**src/rtl/execution_alu_issue_pkg.sv**
```systemverilog
// Shared constants for the ID/EX issue stage: ALU control codes, ALUOp codes, funct values.
package execution_alu_issue_pkg;

    localparam int unsigned DEF_WIDTH = 32;
    localparam int unsigned DEF_REGW  = 5;

    typedef enum logic [2:0] {
        ALU_AND = 3'b000,
        ALU_OR  = 3'b001,
        ALU_ADD = 3'b010,
        ALU_SUB = 3'b110,
        ALU_SLT = 3'b111
    } alu_ctrl_e;

    typedef enum logic [1:0] {
        ALUOP_ADD   = 2'b00,
        ALUOP_SUB   = 2'b01,
        ALUOP_RTYPE = 2'b10,
        ALUOP_RSVD  = 2'b11
    } alu_op_e;

    localparam logic [5:0] FUNCT_ADD = 6'b100000;
    localparam logic [5:0] FUNCT_SUB = 6'b100010;
    localparam logic [5:0] FUNCT_AND = 6'b100100;
    localparam logic [5:0] FUNCT_OR  = 6'b100101;
    localparam logic [5:0] FUNCT_SLT = 6'b101010;

endpackage

```
**src/rtl/execution_alu_issue_if.sv**
```systemverilog
// Bundle between the ID stage / hazard logic (master) and the ID/EX issue stage (slave).
interface execution_alu_issue_if #(
    parameter int unsigned WIDTH = 32,
    parameter int unsigned REGW  = 5
);
    logic             stall;
    logic             flush;
    logic             valid_in;
    logic [1:0]       alu_op;
    logic [5:0]       funct;
    logic [WIDTH-1:0] rs_data;
    logic [WIDTH-1:0] rt_data;
    logic [15:0]      imm;
    logic [REGW-1:0]  rs;
    logic [REGW-1:0]  rt;
    logic [REGW-1:0]  rd;
    logic             alu_src;
    logic             reg_dst;
    logic             reg_write_in;
    logic             mem_read_in;
    logic             mem_write_in;
    logic             mem_to_reg_in;
    logic             ex_mem_reg_write;
    logic [REGW-1:0]  ex_mem_rd;
    logic [WIDTH-1:0] ex_mem_result;
    logic             mem_wb_reg_write;
    logic [REGW-1:0]  mem_wb_rd;
    logic [WIDTH-1:0] mem_wb_result;
    logic [WIDTH-1:0] A;
    logic [WIDTH-1:0] B;
    logic [2:0]       control;
    logic [WIDTH-1:0] store_data;
    logic [REGW-1:0]  write_reg;
    logic             valid_out;
    logic             reg_write;
    logic             mem_read;
    logic             mem_write;
    logic             mem_to_reg;
    logic             illegal;

    modport master (
        output stall, flush, valid_in, alu_op, funct, rs_data, rt_data, imm, rs, rt, rd,
               alu_src, reg_dst, reg_write_in, mem_read_in, mem_write_in, mem_to_reg_in,
               ex_mem_reg_write, ex_mem_rd, ex_mem_result,
               mem_wb_reg_write, mem_wb_rd, mem_wb_result,
        input  A, B, control, store_data, write_reg, valid_out, reg_write, mem_read,
               mem_write, mem_to_reg, illegal
    );

    modport slave (
        input  stall, flush, valid_in, alu_op, funct, rs_data, rt_data, imm, rs, rt, rd,
               alu_src, reg_dst, reg_write_in, mem_read_in, mem_write_in, mem_to_reg_in,
               ex_mem_reg_write, ex_mem_rd, ex_mem_result,
               mem_wb_reg_write, mem_wb_rd, mem_wb_result,
        output A, B, control, store_data, write_reg, valid_out, reg_write, mem_read,
               mem_write, mem_to_reg, illegal
    );

endinterface

```
**src/rtl/execution_alu_issue_alu_control_decode.sv**
```systemverilog
// Combinational ALUOp/funct to 3-bit ALU control decode; unsupported encodings flag illegal.
module alu_control_decode
    import execution_alu_issue_pkg::*;
(
    input  logic [1:0] alu_op,
    input  logic [5:0] funct,
    output alu_ctrl_e  control,
    output logic       illegal
);

    always_comb begin
        control = ALU_ADD;
        illegal = 1'b0;
        case (alu_op_e'(alu_op))
            ALUOP_ADD: control = ALU_ADD;
            ALUOP_SUB: control = ALU_SUB;
            ALUOP_RTYPE: begin
                case (funct)
                    FUNCT_ADD: control = ALU_ADD;
                    FUNCT_SUB: control = ALU_SUB;
                    FUNCT_AND: control = ALU_AND;
                    FUNCT_OR:  control = ALU_OR;
                    FUNCT_SLT: control = ALU_SLT;
                    default:   illegal = 1'b1;
                endcase
            end
            default: illegal = 1'b1;
        endcase
    end

endmodule

```
**src/rtl/execution_alu_issue.sv**
```systemverilog
// ID/EX pipeline register with ALU control generation and EX/MEM, MEM/WB operand forwarding.
module execution_alu_issue
    import execution_alu_issue_pkg::*;
#(
    parameter int unsigned WIDTH = DEF_WIDTH,
    parameter int unsigned REGW  = DEF_REGW
) (
    input logic                 clk,
    input logic                 reset,
    execution_alu_issue_if.slave bus
);

    typedef struct packed {
        logic             valid;
        alu_ctrl_e        control;
        logic             illegal;
        logic [REGW-1:0]  rs;
        logic [REGW-1:0]  rt;
        logic [REGW-1:0]  write_reg;
        logic [WIDTH-1:0] rs_data;
        logic [WIDTH-1:0] rt_data;
        logic [15:0]      imm;
        logic             alu_src;
        logic             reg_write;
        logic             mem_read;
        logic             mem_write;
        logic             mem_to_reg;
    } idex_t;

    idex_t      idex_d, idex_q;
    alu_ctrl_e  dec_control;
    logic       dec_illegal;
    logic       idex_en;
    logic [WIDTH-1:0] fwd_rs, fwd_rt;

    alu_control_decode u_decode (
        .alu_op  (bus.alu_op),
        .funct   (bus.funct),
        .control (dec_control),
        .illegal (dec_illegal)
    );

    // Flush overrides stall, so a flushed cycle always writes the bubble.
    assign idex_en = bus.flush || !bus.stall;

    always_comb begin
        idex_d         = '0;
        idex_d.control = ALU_ADD;
        if (!bus.flush && bus.valid_in) begin
            idex_d.valid      = 1'b1;
            idex_d.control    = dec_control;
            idex_d.illegal    = dec_illegal;
            idex_d.rs         = bus.rs;
            idex_d.rt         = bus.rt;
            idex_d.write_reg  = bus.reg_dst ? bus.rd : bus.rt;
            idex_d.rs_data    = bus.rs_data;
            idex_d.rt_data    = bus.rt_data;
            idex_d.imm        = bus.imm;
            idex_d.alu_src    = bus.alu_src;
            idex_d.reg_write  = bus.reg_write_in && !dec_illegal;
            idex_d.mem_read   = bus.mem_read_in;
            idex_d.mem_write  = bus.mem_write_in && !dec_illegal;
            idex_d.mem_to_reg = bus.mem_to_reg_in;
        end
    end

    always_ff @(posedge clk or posedge reset) begin
        if (reset) begin
            idex_q         <= '0;
            idex_q.control <= ALU_ADD;
        end else if (idex_en) begin
            idex_q <= idex_d;
        end
    end

    // EX/MEM is the younger result, so it wins over MEM/WB; r0 is never forwarded.
    always_comb begin
        fwd_rs = idex_q.rs_data;
        if (idex_q.valid && bus.ex_mem_reg_write && (bus.ex_mem_rd != '0)
            && (bus.ex_mem_rd == idex_q.rs)) begin
            fwd_rs = bus.ex_mem_result;
        end else if (idex_q.valid && bus.mem_wb_reg_write && (bus.mem_wb_rd != '0)
                     && (bus.mem_wb_rd == idex_q.rs)) begin
            fwd_rs = bus.mem_wb_result;
        end
    end

    always_comb begin
        fwd_rt = idex_q.rt_data;
        if (idex_q.valid && bus.ex_mem_reg_write && (bus.ex_mem_rd != '0)
            && (bus.ex_mem_rd == idex_q.rt)) begin
            fwd_rt = bus.ex_mem_result;
        end else if (idex_q.valid && bus.mem_wb_reg_write && (bus.mem_wb_rd != '0)
                     && (bus.mem_wb_rd == idex_q.rt)) begin
            fwd_rt = bus.mem_wb_result;
        end
    end

    assign bus.A          = fwd_rs;
    assign bus.B          = idex_q.alu_src ? {{(WIDTH-16){idex_q.imm[15]}}, idex_q.imm} : fwd_rt;
    assign bus.store_data = fwd_rt;
    assign bus.control    = idex_q.control;
    assign bus.write_reg  = idex_q.write_reg;
    assign bus.valid_out  = idex_q.valid;
    assign bus.reg_write  = idex_q.reg_write;
    assign bus.mem_read   = idex_q.mem_read;
    assign bus.mem_write  = idex_q.mem_write;
    assign bus.mem_to_reg = idex_q.mem_to_reg;
    assign bus.illegal    = idex_q.illegal;

endmodule
```
**src/flat_wrapper.sv**
```systemverilog
// flat-port wrapper written by rule: the top's interface ports become plain ports
module execution_alu_issue_flat import execution_alu_issue_pkg::*;
#(
    parameter int unsigned WIDTH = DEF_WIDTH,
    parameter int unsigned REGW  = DEF_REGW
)
  (clk, reset, bus_stall, bus_flush, bus_valid_in, bus_alu_op, bus_funct, bus_rs_data, bus_rt_data, bus_imm, bus_rs, bus_rt, bus_rd, bus_alu_src, bus_reg_dst, bus_reg_write_in, bus_mem_read_in, bus_mem_write_in, bus_mem_to_reg_in, bus_ex_mem_reg_write, bus_ex_mem_rd, bus_ex_mem_result, bus_mem_wb_reg_write, bus_mem_wb_rd, bus_mem_wb_result, bus_A, bus_B, bus_control, bus_store_data, bus_write_reg, bus_valid_out, bus_reg_write, bus_mem_read, bus_mem_write, bus_mem_to_reg, bus_illegal);
  execution_alu_issue_if #(.WIDTH(WIDTH), .REGW(REGW)) bus_i ();
  input logic clk;
  input logic reset;
  input wire logic [$bits(bus_i.stall)-1:0] bus_stall;
  input wire logic [$bits(bus_i.flush)-1:0] bus_flush;
  input wire logic [$bits(bus_i.valid_in)-1:0] bus_valid_in;
  input wire logic [$bits(bus_i.alu_op)-1:0] bus_alu_op;
  input wire logic [$bits(bus_i.funct)-1:0] bus_funct;
  input wire logic [$bits(bus_i.rs_data)-1:0] bus_rs_data;
  input wire logic [$bits(bus_i.rt_data)-1:0] bus_rt_data;
  input wire logic [$bits(bus_i.imm)-1:0] bus_imm;
  input wire logic [$bits(bus_i.rs)-1:0] bus_rs;
  input wire logic [$bits(bus_i.rt)-1:0] bus_rt;
  input wire logic [$bits(bus_i.rd)-1:0] bus_rd;
  input wire logic [$bits(bus_i.alu_src)-1:0] bus_alu_src;
  input wire logic [$bits(bus_i.reg_dst)-1:0] bus_reg_dst;
  input wire logic [$bits(bus_i.reg_write_in)-1:0] bus_reg_write_in;
  input wire logic [$bits(bus_i.mem_read_in)-1:0] bus_mem_read_in;
  input wire logic [$bits(bus_i.mem_write_in)-1:0] bus_mem_write_in;
  input wire logic [$bits(bus_i.mem_to_reg_in)-1:0] bus_mem_to_reg_in;
  input wire logic [$bits(bus_i.ex_mem_reg_write)-1:0] bus_ex_mem_reg_write;
  input wire logic [$bits(bus_i.ex_mem_rd)-1:0] bus_ex_mem_rd;
  input wire logic [$bits(bus_i.ex_mem_result)-1:0] bus_ex_mem_result;
  input wire logic [$bits(bus_i.mem_wb_reg_write)-1:0] bus_mem_wb_reg_write;
  input wire logic [$bits(bus_i.mem_wb_rd)-1:0] bus_mem_wb_rd;
  input wire logic [$bits(bus_i.mem_wb_result)-1:0] bus_mem_wb_result;
  output wire logic [$bits(bus_i.A)-1:0] bus_A;
  output wire logic [$bits(bus_i.B)-1:0] bus_B;
  output wire logic [$bits(bus_i.control)-1:0] bus_control;
  output wire logic [$bits(bus_i.store_data)-1:0] bus_store_data;
  output wire logic [$bits(bus_i.write_reg)-1:0] bus_write_reg;
  output wire logic [$bits(bus_i.valid_out)-1:0] bus_valid_out;
  output wire logic [$bits(bus_i.reg_write)-1:0] bus_reg_write;
  output wire logic [$bits(bus_i.mem_read)-1:0] bus_mem_read;
  output wire logic [$bits(bus_i.mem_write)-1:0] bus_mem_write;
  output wire logic [$bits(bus_i.mem_to_reg)-1:0] bus_mem_to_reg;
  output wire logic [$bits(bus_i.illegal)-1:0] bus_illegal;
  assign bus_i.stall = bus_stall;
  assign bus_i.flush = bus_flush;
  assign bus_i.valid_in = bus_valid_in;
  assign bus_i.alu_op = bus_alu_op;
  assign bus_i.funct = bus_funct;
  assign bus_i.rs_data = bus_rs_data;
  assign bus_i.rt_data = bus_rt_data;
  assign bus_i.imm = bus_imm;
  assign bus_i.rs = bus_rs;
  assign bus_i.rt = bus_rt;
  assign bus_i.rd = bus_rd;
  assign bus_i.alu_src = bus_alu_src;
  assign bus_i.reg_dst = bus_reg_dst;
  assign bus_i.reg_write_in = bus_reg_write_in;
  assign bus_i.mem_read_in = bus_mem_read_in;
  assign bus_i.mem_write_in = bus_mem_write_in;
  assign bus_i.mem_to_reg_in = bus_mem_to_reg_in;
  assign bus_i.ex_mem_reg_write = bus_ex_mem_reg_write;
  assign bus_i.ex_mem_rd = bus_ex_mem_rd;
  assign bus_i.ex_mem_result = bus_ex_mem_result;
  assign bus_i.mem_wb_reg_write = bus_mem_wb_reg_write;
  assign bus_i.mem_wb_rd = bus_mem_wb_rd;
  assign bus_i.mem_wb_result = bus_mem_wb_result;
  assign bus_A = bus_i.A;
  assign bus_B = bus_i.B;
  assign bus_control = bus_i.control;
  assign bus_store_data = bus_i.store_data;
  assign bus_write_reg = bus_i.write_reg;
  assign bus_valid_out = bus_i.valid_out;
  assign bus_reg_write = bus_i.reg_write;
  assign bus_mem_read = bus_i.mem_read;
  assign bus_mem_write = bus_i.mem_write;
  assign bus_mem_to_reg = bus_i.mem_to_reg;
  assign bus_illegal = bus_i.illegal;
  execution_alu_issue #(.WIDTH(WIDTH), .REGW(REGW)) u_core (.clk(clk), .reset(reset), .bus(bus_i));
endmodule
```
**config.mk**
```make
export PLATFORM = sky130hd
export DESIGN_NAME = execution_alu_issue_flat
export DESIGN_NICKNAME = d
export VERILOG_FILES = /design/src/rtl/execution_alu_issue_pkg.sv /design/src/rtl/execution_alu_issue_if.sv /design/src/rtl/execution_alu_issue_alu_control_decode.sv /design/src/rtl/execution_alu_issue.sv /design/src/flat_wrapper.sv
export SDC_FILE = /design/constraint.sdc
export NUM_CORES = 1
export LEC_CHECK = 0
export BUFFER_PORTS_ARGS = -buffer_cell sky130_fd_sc_hd__buf_2
export CORE_ASPECT_RATIO = 0.9
export CORE_MARGIN = 3
export CORE_UTILIZATION = 47
export CTS_CLUSTER_SIZE = 40
export DETAILED_ROUTE_END_ITERATION = 10
export PLACE_DENSITY = 0.81
export SLEW_MARGIN = 30
export SYNTH_ARGS = -nofsm -noshare
export SYNTH_HDL_FRONTEND = slang
export SYNTH_SLANG_ARGS = --single-unit
export TNS_END_PERCENT = 10
```
**constraint.sdc**
```tcl
create_clock -name clk -period 3.77 [get_ports clk]
set_clock_uncertainty 0.15 [all_clocks]
set_input_delay 0.377 -clock clk [delete_from_list [all_inputs] [get_ports clk]]
set_output_delay 0.377 -clock clk [all_outputs]
set_load 0.03 [all_outputs]
```
==> qor.yml, run 1 <==
numCtsBuffers: 9
htreeDepth: 3
synth.area.top_cells: "dfrtp_1 (42%), a22o_1 (14%), nor2_1 (6.2%), mux2i_1 (6.2%), o31ai_1 (3.9%)"
yosys.area_share.xor_xnor_pct: 2.84
top_layer_used: "met5"
overflow: 0
period_needed_ns: 3.54
cpMaxStageDelayCell: "and2_2"
worstPathBufferInverterCount: 1
hold_viol_final: 0
tightestPinTransition_ns: 0.962
intPower_w: 0.00197
synth_top_family_by_area: "compound AO/OA/AOI/OAI gates"
num_io_pins: 300
switching_power_w: 0.000777
drt_pre_antenna_iters: 5
max_freq_mhz: 283
maxSlewViolCount: 0
cts_tree: "done"
finish.net_count: 1079
initial_core_util_pct: 48.3
critPathLaunchType: "flip-flop"
rsz0062_at_grt: "false"
ir_drop_mv: 0.255
vias: 6202
synth_area_leader_cell: "dfrtp_1"
synth_flop_cell: "dfrtp_1"
drt_iter0_drc: 475
via_per_inst: 5.86
leakagePower_nw: 4.17
comb_power_share_pct: 18.5
die_width_um: 127
hold_buffers: 0
fin_setup_tns_ns: 0
grt_max_degree: 75
cp-end-kind: "primary output"
yosys.area_share.simple_pct: 12.0
p_clk_share_pct: 37.6
grt_pass1_vias: 6062
synth.distinct_cells: 44
cap_violations: 0
holdWs_ns: 0.0276
die-area_sq_um: 14500
worstSkewPairLatency_ns: 0.35
path_clk_slew_ns: 0.07
synth-edff-count: 0
postCtsSetupBuffers: 0
dr_wl_met3_mm: 1.83
fin_util_pct: 62.9
path_class: "reg2out"
met2_length_mm: 10.0
syn_area_per_cell_sq_um: 9.86
path_max_fanout: 32
grt_util_all_layers_pct: 28.3
yosys.area.top_type_share_pct: 42.2
post-place-cells: 1039
syn_area_sq_um: 6170
maxSlewHeadroom_pct: 35.9
dp_hpwl_mm: 15.7
wl_per_cell_um: 20.2
power_density_nw_per_um2: 341
rows: 39
async_flop_share_pct: 100
ant_nets: 0
cts_resized: 0
cts_buffer_depth: 2
pwr-share-seq_pct: 43.9
synthCells: 626
ys_ff_latch: 105
max_stage_delay_ns: 0.86
outcome: "finished, final reports clean"
antenna_found_initial: 4
die_y_um: 115
fillCellCount: 1120
synth.net_count: 819
worstPathArrival_ns: 3.01
finalCritPeriodShare_pct: 93.8
grt_pass1_wl_mm: 32.4
coreArea_sq_um: 12800
synth_warnings: 0
synthMuxAreaShare_pct: 6.16
syn_to_final_growth_pct: 30.3
critPathTopFamily: "simple AND/OR/NAND/NOR gates"
crit_chain: "xor2_1, nor4_1, and2_2, a221oi_1, o31ai_1, buf_2"
cts_sinks: 105
min_path_type: "in2async"
stdcell_count: 1058
ys_seq_area_share_pct: 42.6
drive_above_1_share_pct: 41.1
finalSetupViolCount: 0
wl_met1_mm: 8.89
largest_reg_flops: 91
gp_congestion: 0.897
critPathRequiredTime_ns: 3.24
total_power_w: 0.00275
synth_adder_area_share_pct: 0.608
port_buffers: 299
root_buffer: "clkbuf_16"
drcViolationCount: 0
synth-compound-area-share_pct: 30.1
drt-total-wl_mm: 21.3
p_sw_share_pct: 28.3
-- metrics by stage --
step	cell area (sq um)	setup WS, ns
after CTS	8030	0.232
after detailed placement	7700	0.479
after global routing	8040	0.0824
after floorplan	6170	0.484
after global placement	7700	0.483
final	8040	0.234
-- synthesized netlist by cell type, types with 6 or more instances --
cell type,count
a221oi_1,6
clkbuf_1,34
a21oi_1,33
buf_1,7
o31ai_1,32
xnor2_1,13
buf_4,10
buf_2,8
a22o_1,96
o21ai_0,7
nand2_1,31
a21boi_0,16
a211oi_2,14
xor2_1,7
nor2_1,102
dfrtp_1,104
a221oi_2,10
and3_1,16
mux2i_1,38
-- power by group through the flow --
stage	registers, W	logic (W)	clock network (W)
global placement	0.00122	0.000499	0
CTS	0.00120	0.000509	0.00105
global route	0.00121	0.000549	0.00109
floorplan	0.00121	0.000294	0
detailed placement	0.00123	0.000507	0
finish	0.00121	0.000508	0.00103
-- cell families (layout without fill, tap and decap cells) --
group                      Yosys count  count (layout)
muxes                               38              38
xor gates and xnor gates            20              20
and+or+nand+nor                    168             168
AOI/OAI and AO/OA                  223             223
DFF                                105             105
adders and majority gates            3               3
other                                0               3
buffers and inverters               69             334
-- cell usage in the layout (no fill, tap or decap), types with 7 or more instances in the layout --
cell type and count:
a221oi_2 10, a22o_1 96, nor2_1 102, dfrtp_1 103, clkbuf_16 9, a21boi_0 16
o31ai_1 32, buf_2 299, nand2_1 31, buf_4 13, xnor2_1 13, a21oi_1 33
o21ai_0 7, and3_1 16, mux2i_1 38, a211oi_2 14, xor2_1 7
-- routing by layer --
metal  up-vias  GRT usage (%)
li1       2852              -
met1      2985           36.9
met2       319           45.8
met3        44           6.39
met4         2           11.7
met5         -              0
-- final timing paths --
kind | endpoint | slack (ns) | from | cells after the start
min in group clk | u_core.bus.mem_write$_DFFE_PP0P_ | 0.09 | bus_mem_write_in | 2
worst max-delay path | bus_B[2] | 0.23 | u_core.idex_q[90]$_DFFE_PP0P_ | 6
max in group asynchronous | u_core.bus.control[1]$_DFFE_PP1P_ | 2.55 | reset | 3
worst max register to register | u_core.idex_q[4]$_DFFE_PP0P_ | 2.49 | u_core.idex_q[4]$_DFFE_PP0P_ | 1
worst min register to register | u_core.bus.control[1]$_DFFE_PP1P_ | 0.32 | u_core.bus.control[1]$_DFFE_PP1P_ | 2
worst min-delay path | u_core.idex_q[76]$_DFFE_PP0P_ | 0.03 | reset | 2
-- cell type report --
cell class	instances	area [sq um]	share of cell area (%)
flip-flops and latches	105	2630	32.7
well taps	164	205	2.55
clock inverters	6	90.1	1.12
repair buffers	314	1630	20.3
multi-input cells	452	3220	40.0
inverters	4	17.5	0.218
clock buffers	10	239	2.97
diodes	3	7.51	0.0933
(Power assumes the default switching activity.)
==> inputs of run 2 (changes only) <==
--- a/config.mk
+++ b/config.mk
@@ -7,11 +7,13 @@
 export LEC_CHECK = 0
 export BUFFER_PORTS_ARGS = -buffer_cell sky130_fd_sc_hd__buf_2
 export CORE_ASPECT_RATIO = 0.9
-export CORE_MARGIN = 3
-export CORE_UTILIZATION = 47
+export CORE_MARGIN = 1
+export CORE_UTILIZATION = 48
+export CTS_BUF_LIST = sky130_fd_sc_hd__clkbuf_2 sky130_fd_sc_hd__clkbuf_4 sky130_fd_sc_hd__clkbuf_8
 export CTS_CLUSTER_SIZE = 40
 export DETAILED_ROUTE_END_ITERATION = 10
-export PLACE_DENSITY = 0.81
+export HOLD_SLACK_MARGIN = 0.12
+export PLACE_DENSITY = 0.83
 export SLEW_MARGIN = 30
 export SYNTH_ARGS = -nofsm -noshare
 export SYNTH_HDL_FRONTEND = slang
==> run 2 against run 1 <==
Compared with the run above:
- critical path depth rose by 1
- final area rose by 10%
- fmax fell by 1.9%
- largest power group unchanged
- hold slack improved by 0.14 ns
- critical path type unchanged
- non-clock buffer count rose by 95
==> qor.yml, run 2 (synthesis results as in run 1) <==
drt_iter0_drc: 669  # +41%
path_max_fanout: 18  # -44%
maxSlewHeadroom_pct: 36.7  # +0.81 points
numCtsBuffers: 9  # unchanged
initial_core_util_pct: 50.1  # +1.8 points
cts_buffer_depth: 2  # unchanged
drcViolationCount: 0  # unchanged
root_buffer: "clkbuf_8"
placed_cell_area_sq_um: 7700  # about the same
syn_to_final_growth_pct: 43.5
setup_ws_ns: 0.166  # -0.0679 ns
rsz0062_at_grt: "false"
antenna_found_initial: 1  # -3
power_density_nw_per_um2: 279  # -18%
largest_reg_flops: 91  # unchanged
drt-total-wl_mm: 21.8  # +2.2%
ant_nets: 0  # unchanged
vias: 6805  # +9.7%
holdWs_ns: 0.171  # +0.143 ns
worstPathArrival_ns: 3.08  # +0.07 ns
via_per_inst: 5.93  # +1.2%
tightestPinTransition_ns: 0.950  # -0.0121 ns
finish.net_count: 1174  # +8.8%
die_width_um: 122  # -4.2%
critPathRequiredTime_ns: 3.24  # about the same
gp_congestion: 0.867  # -3.4%
maxSlewViolCount: 0  # unchanged
outcome: "finished, final reports clean"
finalSetupViolCount: 0  # unchanged
overflow: 0  # unchanged
num_io_pins: 300  # unchanged
rows: 38  # -2.6%
grt_pass1_wl_mm: 32.9  # +1.6%
mostFrequentLayoutCells: "buf_2 (299), dfrtp_1 (103), nor2_1 (102)"
cts_tree: "done"
grt_max_degree: 106  # +41%
dp_hpwl_mm: 14.4  # -8.4%
grt_pass1_vias: 6507  # +7.3%
grt_util_all_layers_pct: 32.1  # +3.8 points
post-place-ws_ns: 0.508  # +0.0297 ns
leakagePower_nw: 4.51  # +8.1%
postCtsSetupBuffers: 0  # unchanged
layout_commonest_cell: "buf_2"
port_buffers: 299  # unchanged
period_needed_ns: 3.60  # +0.0679 ns
path_class: "reg2out"
path_clk_slew_ns: 0.10  # +0.03 ns
cap_violations: 0  # unchanged
wl_per_cell_um: 19.0  # -5.8%
max_freq_mhz: 277  # -1.9%
worstSkewPairLatency_ns: 0.36  # about the same
total_power_w: 0.00247  # -10%
cp-end-kind: "primary output"
htreeDepth: 3  # unchanged
finalCritPeriodShare_pct: 95.6  # +1.8 points
die_y_um: 110  # -4.5%
drive_above_1_share_pct: 37.0  # -4.1 points
coreArea_sq_um: 12300  # -3.7%
min_path_type: "in2reg"
critPathLaunchType: "flip-flop"
hold_viol_final: 0  # unchanged
die-area_sq_um: 13300  # -8.4%
fin_setup_tns_ns: 0  # unchanged
ir_drop_mv: 0.234  # -8.3%
cts_sinks: 105  # unchanged
stdcell_area_sq_um: 8860  # +10%
drt_pre_antenna_iters: 5  # unchanged
run 2: changes by cell type in the layout (fill, tap and decap cells not counted), moves of 3 or more:
cell and change:
dlygate4sd3_1 +96, clkbuf_16 -9, clkbuf_8 +9, buf_4 -3
run 2: per-stage QoR:
stage	utilization, %	std cells
floorplan	-	626
CTS	71.9	1146
detailed placement	62.5	1034
finish	71.9	1147
global placement	62.4	1033
global route	71.9	1147
run 2: area by class of cell:
type | count | area, sq um
clock inverters | 6 | 51.3
fillers | 870 | 3460
well taps | 160 | 200
diodes | 1 | 2.50
clock buffers | 10 | 138
multi-input cells | 452 | 3220
flip-flops and latches | 105 | 2630
inverters | 4 | 17.5
repair buffers | 409 | 2600
run 2: timing repair:
item	in CTS	in global routing
endpoints found under the hold margin	153	0
hold buffers	96	0
resized for setup	0	0
setup endpoints to repair	0	0
run 2: power breakdown:
part           internal (W)  switching, W
clock              0.000268      0.000401
combinational      0.000263      0.000332
sequential          0.00117     0.0000368
total               0.00170      0.000770
run 2: critical path, cell delays in order, from the launching register on:
cell	delay (ns)
dfrtp_1	0.40
and2_1	0.19
buf_4	0.24
o211a_4	0.30
and2_1	0.74
a211oi_1	0.24
o31ai_1	0.35
buf_2	0.26
run 2: final timing paths:
path | slack (ns) | cells past startpoint | to | start
max | 0.17 | 7 | bus_B[31] | u_core.bus.valid_out$_DFFE_PP0P_
min | 0.17 | 3 | u_core.bus.write_reg[2]$_DFFE_PP0P_ | bus_rd[2]
max reg2reg | 2.48 | 1 | u_core.idex_q[4]$_DFFE_PP0P_ | u_core.idex_q[4]$_DFFE_PP0P_
min reg2reg | 0.32 | 2 | u_core.bus.control[1]$_DFFE_PP1P_ | u_core.bus.control[1]$_DFFE_PP1P_
max in group asynchronous | 2.03 | 4 | u_core.idex_q[41]$_DFFE_PP0P_ | reset
min in group asynchronous | 0.57 | 3 | u_core.bus.mem_to_reg$_DFFE_PP0P_ | reset
run 2: routing by layer:
layer	up-vias	track usage, %	share of wire (%)
met1	3303	38.3	39
met4	0	11.9	2.5
met3	57	6.85	8.0
li1	3035	-	-
met2	410	56.9	50
met5	-	0	0
